## config.mk

```make
export PLATFORM = sky130hd
export DESIGN_NAME = mac_sequencer
export DESIGN_NICKNAME = d
export VERILOG_FILES = /design/src/rtl/mac_pkg.sv /design/src/rtl/mac_seq_ldpipe.sv /design/src/rtl/mac_sequencer.sv
export SDC_FILE = /design/constraint.sdc
export NUM_CORES = 1
export LEC_CHECK = 0
export CAP_MARGIN = 30
export CORE_MARGIN = 2
export CORE_UTILIZATION = 30
export DETAILED_ROUTE_END_ITERATION = 8
export GPL_TIMING_DRIVEN = 1
export PLACE_DENSITY_LB_ADDON = 0.15
export SKIP_CTS_REPAIR_TIMING = 1
export SYNTH_ARGS = -nofsm -noshare
export SYNTH_HDL_FRONTEND = slang
export SYNTH_SLANG_ARGS = --single-unit
```

## constraint.sdc

```tcl
create_clock -name clk -period 1.9 [get_ports clk]
set_input_delay 0.38 -clock clk [delete_from_list [all_inputs] [get_ports clk]]
set_output_delay 0.38 -clock clk [all_outputs]
set_load 0.03 [all_outputs]
```

## src/rtl/mac_pkg.sv

```systemverilog
// rtl/mac_pkg.sv - shared widths, delays and sequencer state encoding for the MAC datapath
package mac_pkg;

    localparam int DEF_DW       = 4;
    localparam int DEF_RW       = 8;
    localparam int DEF_LW       = 4;
    // Shared with the MAC instance so operand and load timing stay aligned
    localparam int DEF_LOAD_DLY = 1;
    localparam int DEF_RES_DLY  = 1;

    typedef enum logic [2:0] {
        ST_IDLE  = 3'd0,
        ST_CLR   = 3'd1,
        ST_FEED  = 3'd2,
        ST_DRAIN = 3'd3,
        ST_HOLD  = 3'd4
    } state_e;

endpackage

```

## src/rtl/mac_seq_ldpipe.sv

```systemverilog
// rtl/mac_seq_ldpipe.sv - load-strobe delay line with an empty flag
module mac_seq_ldpipe #(
    parameter int DEPTH = 3
) (
    input  logic clk,
    input  logic clr,
    input  logic din,
    output logic dout,
    output logic empty
);

    logic [DEPTH-1:0] pipe_q, pipe_d;

    always_comb begin
        pipe_d = {pipe_q[DEPTH-2:0], din};
    end

    always_ff @(posedge clk) begin
        if (clr) begin
            pipe_q <= '0;
        end else begin
            pipe_q <= pipe_d;
        end
    end

    assign dout  = pipe_q[DEPTH-1];
    assign empty = ~|pipe_q;

endmodule

```

## src/rtl/mac_sequencer.sv

```systemverilog
// rtl/mac_sequencer.sv - operand-side sequencer feeding one MAC per dot product
// Optional shadow overflow detection (res_ovf) enabled by MAC_SEQUENCER_OVF_EN.
module mac_sequencer
    import mac_pkg::*;
#(
    parameter int DW       = DEF_DW,
    parameter int RW       = DEF_RW,
    parameter int LW       = DEF_LW,
    parameter int LOAD_DLY = DEF_LOAD_DLY,
    parameter int RES_DLY  = DEF_RES_DLY
) (
    input  logic          clk,
    input  logic          clr,
    input  logic          start,
    input  logic [LW-1:0] len,
    output logic          busy,
    output logic          rd_en,
    output logic [LW-1:0] rd_addr,
    input  logic [DW-1:0] rd_w,
    input  logic [DW-1:0] rd_x,
    output logic [DW-1:0] mac_w,
    output logic [DW-1:0] mac_x,
    output logic          mac_load,
    output logic          mac_clear,
    input  logic [RW-1:0] mac_o,
    output logic [RW-1:0] res,
    output logic          res_valid,
    input  logic          res_ready
`ifdef MAC_SEQUENCER_OVF_EN
    ,
    output logic          res_ovf
`endif
);

    localparam int PD = 2 + LOAD_DLY;
    localparam int CW = $clog2(RES_DLY + 1) + 1;

    state_e        state_q, state_d;
    logic [LW-1:0] len_q, len_d;
    logic [LW-1:0] idx_q, idx_d;
    logic [CW-1:0] cnt_q, cnt_d;
    logic [RW-1:0] res_q, res_d;
    logic [DW-1:0] mac_w_q, mac_w_d;
    logic [DW-1:0] mac_x_q, mac_x_d;
    logic          rd_vld_q, rd_vld_d;
    logic          pipe_empty;
    logic          capture;

    mac_seq_ldpipe #(
        .DEPTH(PD)
    ) u_ldpipe (
        .clk  (clk),
        .clr  (clr),
        .din  (rd_en),
        .dout (mac_load),
        .empty(pipe_empty)
    );

    // Result is sampled only once every queued load has retired and mac_o has settled
    assign capture = (state_q == ST_DRAIN) && pipe_empty && (cnt_q == '0);

    always_ff @(posedge clk) begin
        if (clr) begin
            state_q <= ST_IDLE;
        end else begin
            state_q <= state_d;
        end
    end

    always_comb begin
        state_d = state_q;
        case (state_q)
            ST_IDLE:  if (start) state_d = (len != '0) ? ST_CLR : ST_HOLD;
            ST_CLR:   state_d = (len_q == LW'(1)) ? ST_DRAIN : ST_FEED;
            ST_FEED:  if (idx_q == len_q - LW'(1)) state_d = ST_DRAIN;
            ST_DRAIN: if (capture) state_d = ST_HOLD;
            ST_HOLD:  if (res_ready) state_d = ST_IDLE;
            default:  state_d = ST_IDLE;
        endcase
    end

    always_comb begin
        busy      = (state_q != ST_IDLE);
        rd_en     = (state_q == ST_CLR) || (state_q == ST_FEED);
        rd_addr   = (state_q == ST_FEED) ? idx_q : '0;
        mac_clear = (state_q == ST_CLR);
        res_valid = (state_q == ST_HOLD);
    end

    always_comb begin
        len_d    = len_q;
        idx_d    = idx_q;
        cnt_d    = cnt_q;
        res_d    = res_q;
        rd_vld_d = rd_en;
        mac_w_d  = rd_vld_q ? rd_w : mac_w_q;
        mac_x_d  = rd_vld_q ? rd_x : mac_x_q;
        case (state_q)
            ST_IDLE: begin
                if (start) begin
                    len_d = len;
                    if (len == '0) res_d = '0;
                end
            end
            ST_CLR:  idx_d = LW'(1);
            ST_FEED: idx_d = idx_q + LW'(1);
            ST_DRAIN: begin
                if (!pipe_empty) begin
                    cnt_d = CW'(RES_DLY - 1);
                end else if (cnt_q == '0) begin
                    res_d = mac_o;
                end else begin
                    cnt_d = cnt_q - CW'(1);
                end
            end
            default: ;
        endcase
    end

    always_ff @(posedge clk) begin
        if (clr) begin
            len_q    <= '0;
            idx_q    <= '0;
            cnt_q    <= '0;
            res_q    <= '0;
            mac_w_q  <= '0;
            mac_x_q  <= '0;
            rd_vld_q <= 1'b0;
        end else begin
            len_q    <= len_d;
            idx_q    <= idx_d;
            cnt_q    <= cnt_d;
            res_q    <= res_d;
            mac_w_q  <= mac_w_d;
            mac_x_q  <= mac_x_d;
            rd_vld_q <= rd_vld_d;
        end
    end

    assign mac_w = mac_w_q;
    assign mac_x = mac_x_q;
    assign res   = res_q;

`ifdef MAC_SEQUENCER_OVF_EN
    localparam int SW = 2 * DW + LW;

    logic [SW-1:0] shadow_q, shadow_d;

    always_comb begin
        shadow_d = shadow_q;
        if (state_q == ST_IDLE || state_q == ST_CLR) begin
            shadow_d = '0;
        end else if (rd_vld_q) begin
            shadow_d = shadow_q + SW'(rd_w) * SW'(rd_x);
        end
    end

    always_ff @(posedge clk) begin
        if (clr) begin
            shadow_q <= '0;
        end else begin
            shadow_q <= shadow_d;
        end
    end

    assign res_ovf = (state_q == ST_HOLD) && (shadow_q > SW'((1 << RW) - 1));
`endif

endmodule

```

* Yosys cells after proc, flatten, opt, wreduce, memory -nomap -nowiden
Index checks and enable logic that the tools add are counted.
** Storage, ports and cells
- Register bits after elaboration :: 33
- Input port bits :: 24
- Word-level logic and storage cells :: 58
** Cells by class
- $add $sub $neg :: 3
- Eq/ne operators :: 14
- Muxes and demuxes :: 16
- Reduce and logical (&&, ||, !) cells :: 16
** Operator list (count)
- $mux W8 :: 4
- $pmux W8 S2 :: 1
- $mux W3 :: 5
- $pmux W3 S5 :: 1
- $ne A2 B2 Y1 const B :: 5
- $pmux W4 S2 :: 1
- $eq A3 B2 Y1 const B :: 2
- $ne A2 B1 Y1 const B :: 3
- $reduce_and A5 Y1 :: 1
- $add A4 B1 Y4 const B :: 1
- $eq A4 B1 Y1 const B :: 1
- $eq A4 B4 Y1 :: 1
- $logic_not A4 Y1 :: 1
- $mux W2 :: 2
- $mux W4 :: 1
- $reduce_and A2 Y1 :: 2
- $reduce_and A4 Y1 :: 1
- $reduce_bool A2 Y1 :: 2
- $reduce_bool A4 Y1 :: 1
- $sub A4 B1 Y4 const B :: 1
- $eq A3 B1 Y1 const B :: 1
- $eq A3 B3 Y1 const B :: 1
- $logic_not A3 Y1 :: 1
- $reduce_bool A3 Y1 :: 1
- other kinds (7) :: 8

* Logic depth before layout (Yosys ltp)
- Word-level depth :: 6
- Mapped depth :: 7
- Depth with buffers taken out :: 6

* By module
Synthesis repeated with hierarchy kept, for this count alone.
** Unflattened totals
- Cells, all modules :: 155
- Area, all modules :: 1500.2 um2
** By module, submodules not included
- mac_sequencer :: instances 1, cells an instance 148, area each 1411.4 um2, sequential area each 600.6 um2
- mac_seq_ldpipe :: instances 1, cells an instance 7, area each 88.8 um2, sequential area each 60.1 um2

* Worst setup path after synthesis
OpenSTA, ideal clock, no wires.
- Path type :: reg-to-output
- From :: register state_q[2]
- To :: output port rd_en
- Arrival :: 1.264 ns
- Required time :: 1.520 ns
- Setup slack :: 0.256 ns
- Stages on the path, launching flop included :: 6
- Cells stage by stage :: dfxtp_1 -> buf_4 -> or3b_1 -> inv_2 -> nor2_1 -> inv_2
** Between the ends
- Word-level cells in the longest chain between the ends :: 2
- Elaborated cells on any way between the ends :: 3
- Those cells by class :: eq/ne: 2; reduce/logical: 1
** RTL lines
- start: declaration :: RTL line mac_sequencer.sv:38 : state_e state_q, state_d;
- start signal: assignment :: RTL line mac_sequencer.sv:66 : state_q <= state_d;
- $eq A3 B1 Y1
- net mac_clear :: RTL line mac_sequencer.sv:24 : output logic mac_clear,
- $logic_or A1 B1 Y1 :: RTL line mac_sequencer.sv:84 : rd_en = (state_q == ST_CLR) || (state_q == ST_FEED);
- end: declaration :: RTL line mac_sequencer.sv:17 : output logic rd_en,
The timed path passes the listed nets, and every way through them passes these cells.

* Final worst setup path
- From :: register state_q[0]
- To :: output port rd_en
** Between the ends
- Word-level cells in the longest chain between the ends :: 2
- Elaborated cells on any way between the ends :: 3
- Those cells by class :: eq/ne: 2; reduce/logical: 1
** RTL lines (RTL line)
- $eq A3 B1 Y1 or $eq A3 B2 Y1 (tied branches) :: mac_sequencer.sv:84
- $logic_or A1 B1 Y1 (*) :: mac_sequencer.sv:84
Every way passes the cells marked *; elsewhere a longest branch is shown, timed or not.

==> impl_metrics.yaml <==
sta:
  drv_slew: 0
  final.setup_skew_ps: 9.45
  fin_ws_ps: 66.9
  setup_viol: 0
  fin_crit_ps: 1830
  holdWs_ps: 471
  max_slew_margin: 0.732
  hold_viol: 0
  tightestPinTransition_ps: 400
  timing.final.crit_share: 0.965
  rsz0062_at_grt: "false"
  max_clock_freq_mhz: 546
drt:
  dr_wl_met3_um: 155
  top_layer: "met4"
  post_drt_wl_per_cell_um: 11.7
  dr.pass1.iters: 4
  routed_wl_mm: 3.41
  drc: 0
  vias: 1324
  drtIter0Drc: 75
  via_per_inst: 4.53
  drt.antenna.violating_nets: 0
  dr_wl_met2_mm: 1.53
  wl_met1_mm: 1.68
critical_path:
  startpoint: "state_q[0]"
  cp-start-kind: "flip-flop"
  crit_fanout: 6
  critPathKind: "reg2out"
  end_kind: "output port"
  arrival_ps: 1450
  timing.rr.start: "cnt_q[0]"
  cp.required_ps: 1520
clock_network:
  cts_tree: "done"
  cts.path.max_buffers: 2
  clkSlewWorstSetupHoldPaths_ps: 60
  clock_sinks: 32
  cts_root_buf: "clkbuf_8"
  cts_buffers: 5
  htreeDepth: 2
  clkLatencyLatePin_ps: 290
run:
  max_cap_violations: 0
min_path:
  holdCritStartpoint: "res[0]"
  hold_path.class: "reg2reg"
place:
  io_buffer_count: 48
  dp_cells: 283
  place_congestion: 0.724
  place_ws_ps: 89.5
  hpwl_mm: 2.43
floorplan:
  rows: 25
  initial_utilization: 0.312
  coreArea_um2: 4750
  die_w_um: 74.4
  die_h_um: 74.4
  dieArea_um2: 5530
  ios: 49
grt:
  first_global_vias: 1234
  antenna_found_initial: 0
  grt_max_degree: 27
  grt_use_total: 0.129
  grt_pass1_wl_mm: 5.57
  overflow: 0
finish:
  stdcell_count: 292
  nets: 252
  antenna_cells: 0
  drive_above_1_share: 0.164
  area_delta_synth_final_pct: 48.4
synth:
  syn_area_per_cell_um2: 8.84
  syn-num-nets: 196
  synth_adder_area_share: 0.0337
  syn_area_um2: 1490
  synth_xor_area_frac: 0.0354
  synth_area_leaders: "dfxtp_1 43%, mux2i_1 7.4%, nor2_1 6.1%"
  syn_inst: 168
  ys.flop_type: "dfxtp_1"
  synth_top_area_cell: "dfxtp_1"
  synth_common_cells: "32 x dfxtp_1, 24 x nor2_1, 16 x a21oi_1, 12 x nand2_1"
  synth_cell_types: 38
  synth.ff_latch_count: 32
  synth_top_family_by_area: "simple AND/OR/NAND/NOR gates"
  synth_seq_area_share: 0.431
  synth_edf_count: 0
  synthArstFlopShare: 0
  synth_top_area_frac: 0.431
  muxShareOfSynthArea: 0.0741
  synth_most_common_cell: "dfxtp_1"
  synth_compound_area_frac: 0.0960
  synth_warnings: 0
  synthSimpleGateAreaFrac: 0.280
pwr:
  power_leakage_nw: 0.844
  peakVddDrop_uv: 516
  p_per_area_nw_per_um2: 1300
run_status:
  status: "finished, final reports clean"
==> per-layer routing <==
layer	up-vias	GRT usage
met5	-	0
met2	28	0.194
met3	5	0.0325
met1	606	0.178
met4	0	0.0536
li1	685	-
==> worst max-delay path: stages (launching register included) <==
cell     delay, ps
dfxtp_4        400
or3b_4         410
inv_2           70
nor2_2          60
inv_2           80
buf_4          150
==> placed cells by master, fill, tap and decap left out, drive strengths merged, types with 3 or more instances in the layout <==
cell / synthesis / routed
clkdlybuf4s50: 0 / 40
dfxtp: 32 / 32
nor2: 25 / 25
a21oi: 16 / 16
buf: 5 / 16
nand2: 12 / 12
nand3: 11 / 11
mux2i: 11 / 11
inv: 6 / 6
and2: 5 / 5
clkbuf: 4 / 5
nor2b: 4 / 4
xnor2: 4 / 4
ha: 4 / 4
nor4: 3 / 3
or2: 3 / 3
==> cells by family after synthesis <==
family | Yosys count
AO/OA/AOI/OAI | 24
adder cells (fa/ha/maj) | 4
multiplexers | 11
XOR/XNOR | 6
AND/OR/NAND/NOR | 76
flip-flops | 32
buffers and inverters | 15
==> power breakdown <==
part / internal [W] / switching, W
registers: 0.000800 / 0.000133
logic: 0.000608 / 0.000668
clock network: 0.000388 / 0.000264
==> final timing paths <==
kind | slack (ps) | cells after the start | end
hold reg to reg | 470 | 2 | res[0]
setup / recovery | 70 | 5 | rd_en
setup reg to reg | 180 | 6 | res[0]
hold / removal | 470 | 2 | res[0]
==> state kept, by name, summed over array words and instances, names as in the netlist <==
name and flops:
mac_w 4, res 8, u_ldpipe.pipe_q 3, idx_q 4, state_q 3, mac_x 4
len_q 4, cnt_q 2
==> through the flow <==
stage	total power, W	utilization	cell area [um2]	TNS, ps
after global placement	0.00219	0.434	2060	0
final	0.00286	0.463	2200	0
after CTS	0.00284	0.457	2170	-453
after detailed placement	0.00218	0.434	2060	0
after global routing	0.00303	0.463	2200	0
after floorplan	0.00177	-	1490	0
==> final cells by class <==
type / instances / area, um2
repair buffers: 58 / 558
multi-input cells: 121 / 781
flip-flops and latches: 32 / 647
inverters: 6 / 22.5
well taps: 67 / 83.8
clock buffers: 5 / 68.8
clock inverters: 3 / 42.5
fillers: 497 / 2550
Note: power is estimated with default switching activity, not from simulation.
==> variant, RTL diff (config.mk and constraints unchanged) <==
Add a define of `MAC_SEQUENCER_OVF_EN`.
--- a/src/rtl/mac_sequencer.sv
+++ b/src/rtl/mac_sequencer.sv
@@ -1,4 +1,6 @@
 // rtl/mac_sequencer.sv - operand-side sequencer feeding one MAC per dot product
 // Optional shadow overflow detection (res_ovf) enabled by MAC_SEQUENCER_OVF_EN.
+`define MAC_SEQUENCER_OVF_EN
+
 module mac_sequencer
     import mac_pkg::*;
Check against the original RTL (old outputs only; new: res_ovf): equivalent (Yosys induction, for registers that start in step).
==> variant against the unedited design <==
The run now ends with setup timing left; wire length increased by 82%; non-clock buffer count increased by 24; total power decreased by 6.2%; worst setup slack got worse by 1200 ps; via count increased by 73%; cell area increased by 74%; register-to-register slack got worse by 480 ps; sequential cell count increased by 12; area after synthesis increased by 82%; critical path type is now input port to register; utilization decreased by 2.3 points.
==> variant: results (changes against the unedited design) <==
Synth Instances=304 (+81%); met3 wire length=201 µm (+30%); Synth Area in Compound Gates=0.0818 (-0.0143); Synth top cells by count=dfxtp_1 (44), nor2_1 (34), inv_1 (27), nand2_1 (27), mux2i_1 (26); placement-stage cell area=3560 µm² (+73%); Synth area leaders=dfxtp_1 (33%), ha_1 (10%), mux2i_1 (9.6%), fa_1 (6.7%), nor2_1 (4.7%); violations in the final reports=setup timing; pre-CTS WS=-1910 ps (-2000 ps); post-synthesis cell type count=43 (+13%); vias=2285 (+73%); TNS Setup=-8740 ps (-8740 ps); Port Buffers=49 (+2.1%); Max IR drop VDD=0.000281 V (-45%); Largest register FFs=12 (+4); Final Routed Wirelength=6190 µm (+82%); Worst-Margin Slew=526 ps (+126 ps); Leak Pwr=1.69 nW (+100%); # fillers=869 (+75%); DP HPWL=4660 µm (+92%); worst reg2reg path depth=10 (+4); Final setup viols=10 (+10); worst min path class=input port to register; sequential share of the synthesized area=0.325 (-0.106); met1 wire length=3030 µm (+80%); origin of the worst setup path=rd_x[2]; n_diodes=0 (unchanged); number of global-route vias before repair=2246 (+82%); r2r setup slk=-300 ps (-480 ps); post-route insts no fill=492 (+68%); min-delay src=rd_x[1]; largest net degree at the start of global routing=35 (+30%); status=finished, violations left; Min-Delay Path Depth=4 (+2); routability congestion estimate=0.779 (+7.7%); Post-Place Cells=477 (+69%); DR iter-0 viols=38 (-49%); Hold Crit Endpoint=mac_x[1]$_SDFFE_PP0P_; Synth Area in Adders=0.168 (+0.134); Mapped Nets=359 (+83%); CP arrival=3250 ps (+1800 ps); Post-Synth XOR/XNOR Area=0.0388 (+0.00342); Pint=1.86 mW (+3.5%); reg2reg end=shadow_q[7]$_SDFFE_PP0P_; share of cells above drive strength 1=0.255 (+0.0908); hold slack=458 ps (-13.6 ps); final worst slack=-1100 ps (-1170 ps); multiplexer share of the synthesized area=0.0961 (+0.0219)
-- variant: cell types whose count changed in the layout (fill, tap and decap cells not counted), sizes merged, moves of 10 or more --
cell,change
mux2i,+15
inv,+21
buf,+30
dfxtp,+12
ha,+18
nor2,+10
nand2,+16
-- variant: power groups by stage --
stage / sequential, mW / clock, mW / combinational [mW]
3_3_place_gp: 1.03 / 0 / 0.827
5_1_grt: 1.02 / 0.866 / 0.958
2_1_floorplan: 1.05 / 0 / 0.523
6_report: 1.01 / 0.801 / 0.870
4_1_cts: 1.01 / 0.831 / 0.833
3_5_place_dp: 1.03 / 0 / 0.828
-- variant: layout make-up --
class | instances | area share
clock inverters | 1 | 0.00782
repair buffers | 82 | 0.205
flip-flops and latches | 44 | 0.231
clock buffers | 7 | 0.0251
multi-input cells | 223 | 0.469
well taps | 108 | 0.0352
inverters | 27 | 0.0264
-- variant: critical path, cell delays in order --
cell	delay, ps
buf_8	80
nand2_4	50
fa_1	560
fa_2	460
fa_2	550
inv_2	40
ha_4	260
a21o_1	120
a21oi_2	70
nor2_1	110
o21ai_1	80
or4_1	410
nand3_1	90
-- variant: metal layers --
metal  track usage  up-vias
li1              -     1167
met1         0.170     1084
met2         0.208       27
met3        0.0291        7
met4        0.0411        0
met5             0        -
-- variant: worst max path at each step --
stage,slack [ps],end
3_5_place_dp,-1910,shadow_q[11]$_SDFFE_PP0P_
2_1_floorplan,-1150,shadow_q[11]$_SDFFE_PP0P_
3_3_place_gp,-1850,shadow_q[11]$_SDFFE_PP0P_
5_1_grt,-1220,shadow_q[7]$_SDFFE_PP0P_
4_1_cts,-1590,shadow_q[11]$_SDFFE_PP0P_
6_report,-1100,shadow_q[7]$_SDFFE_PP0P_
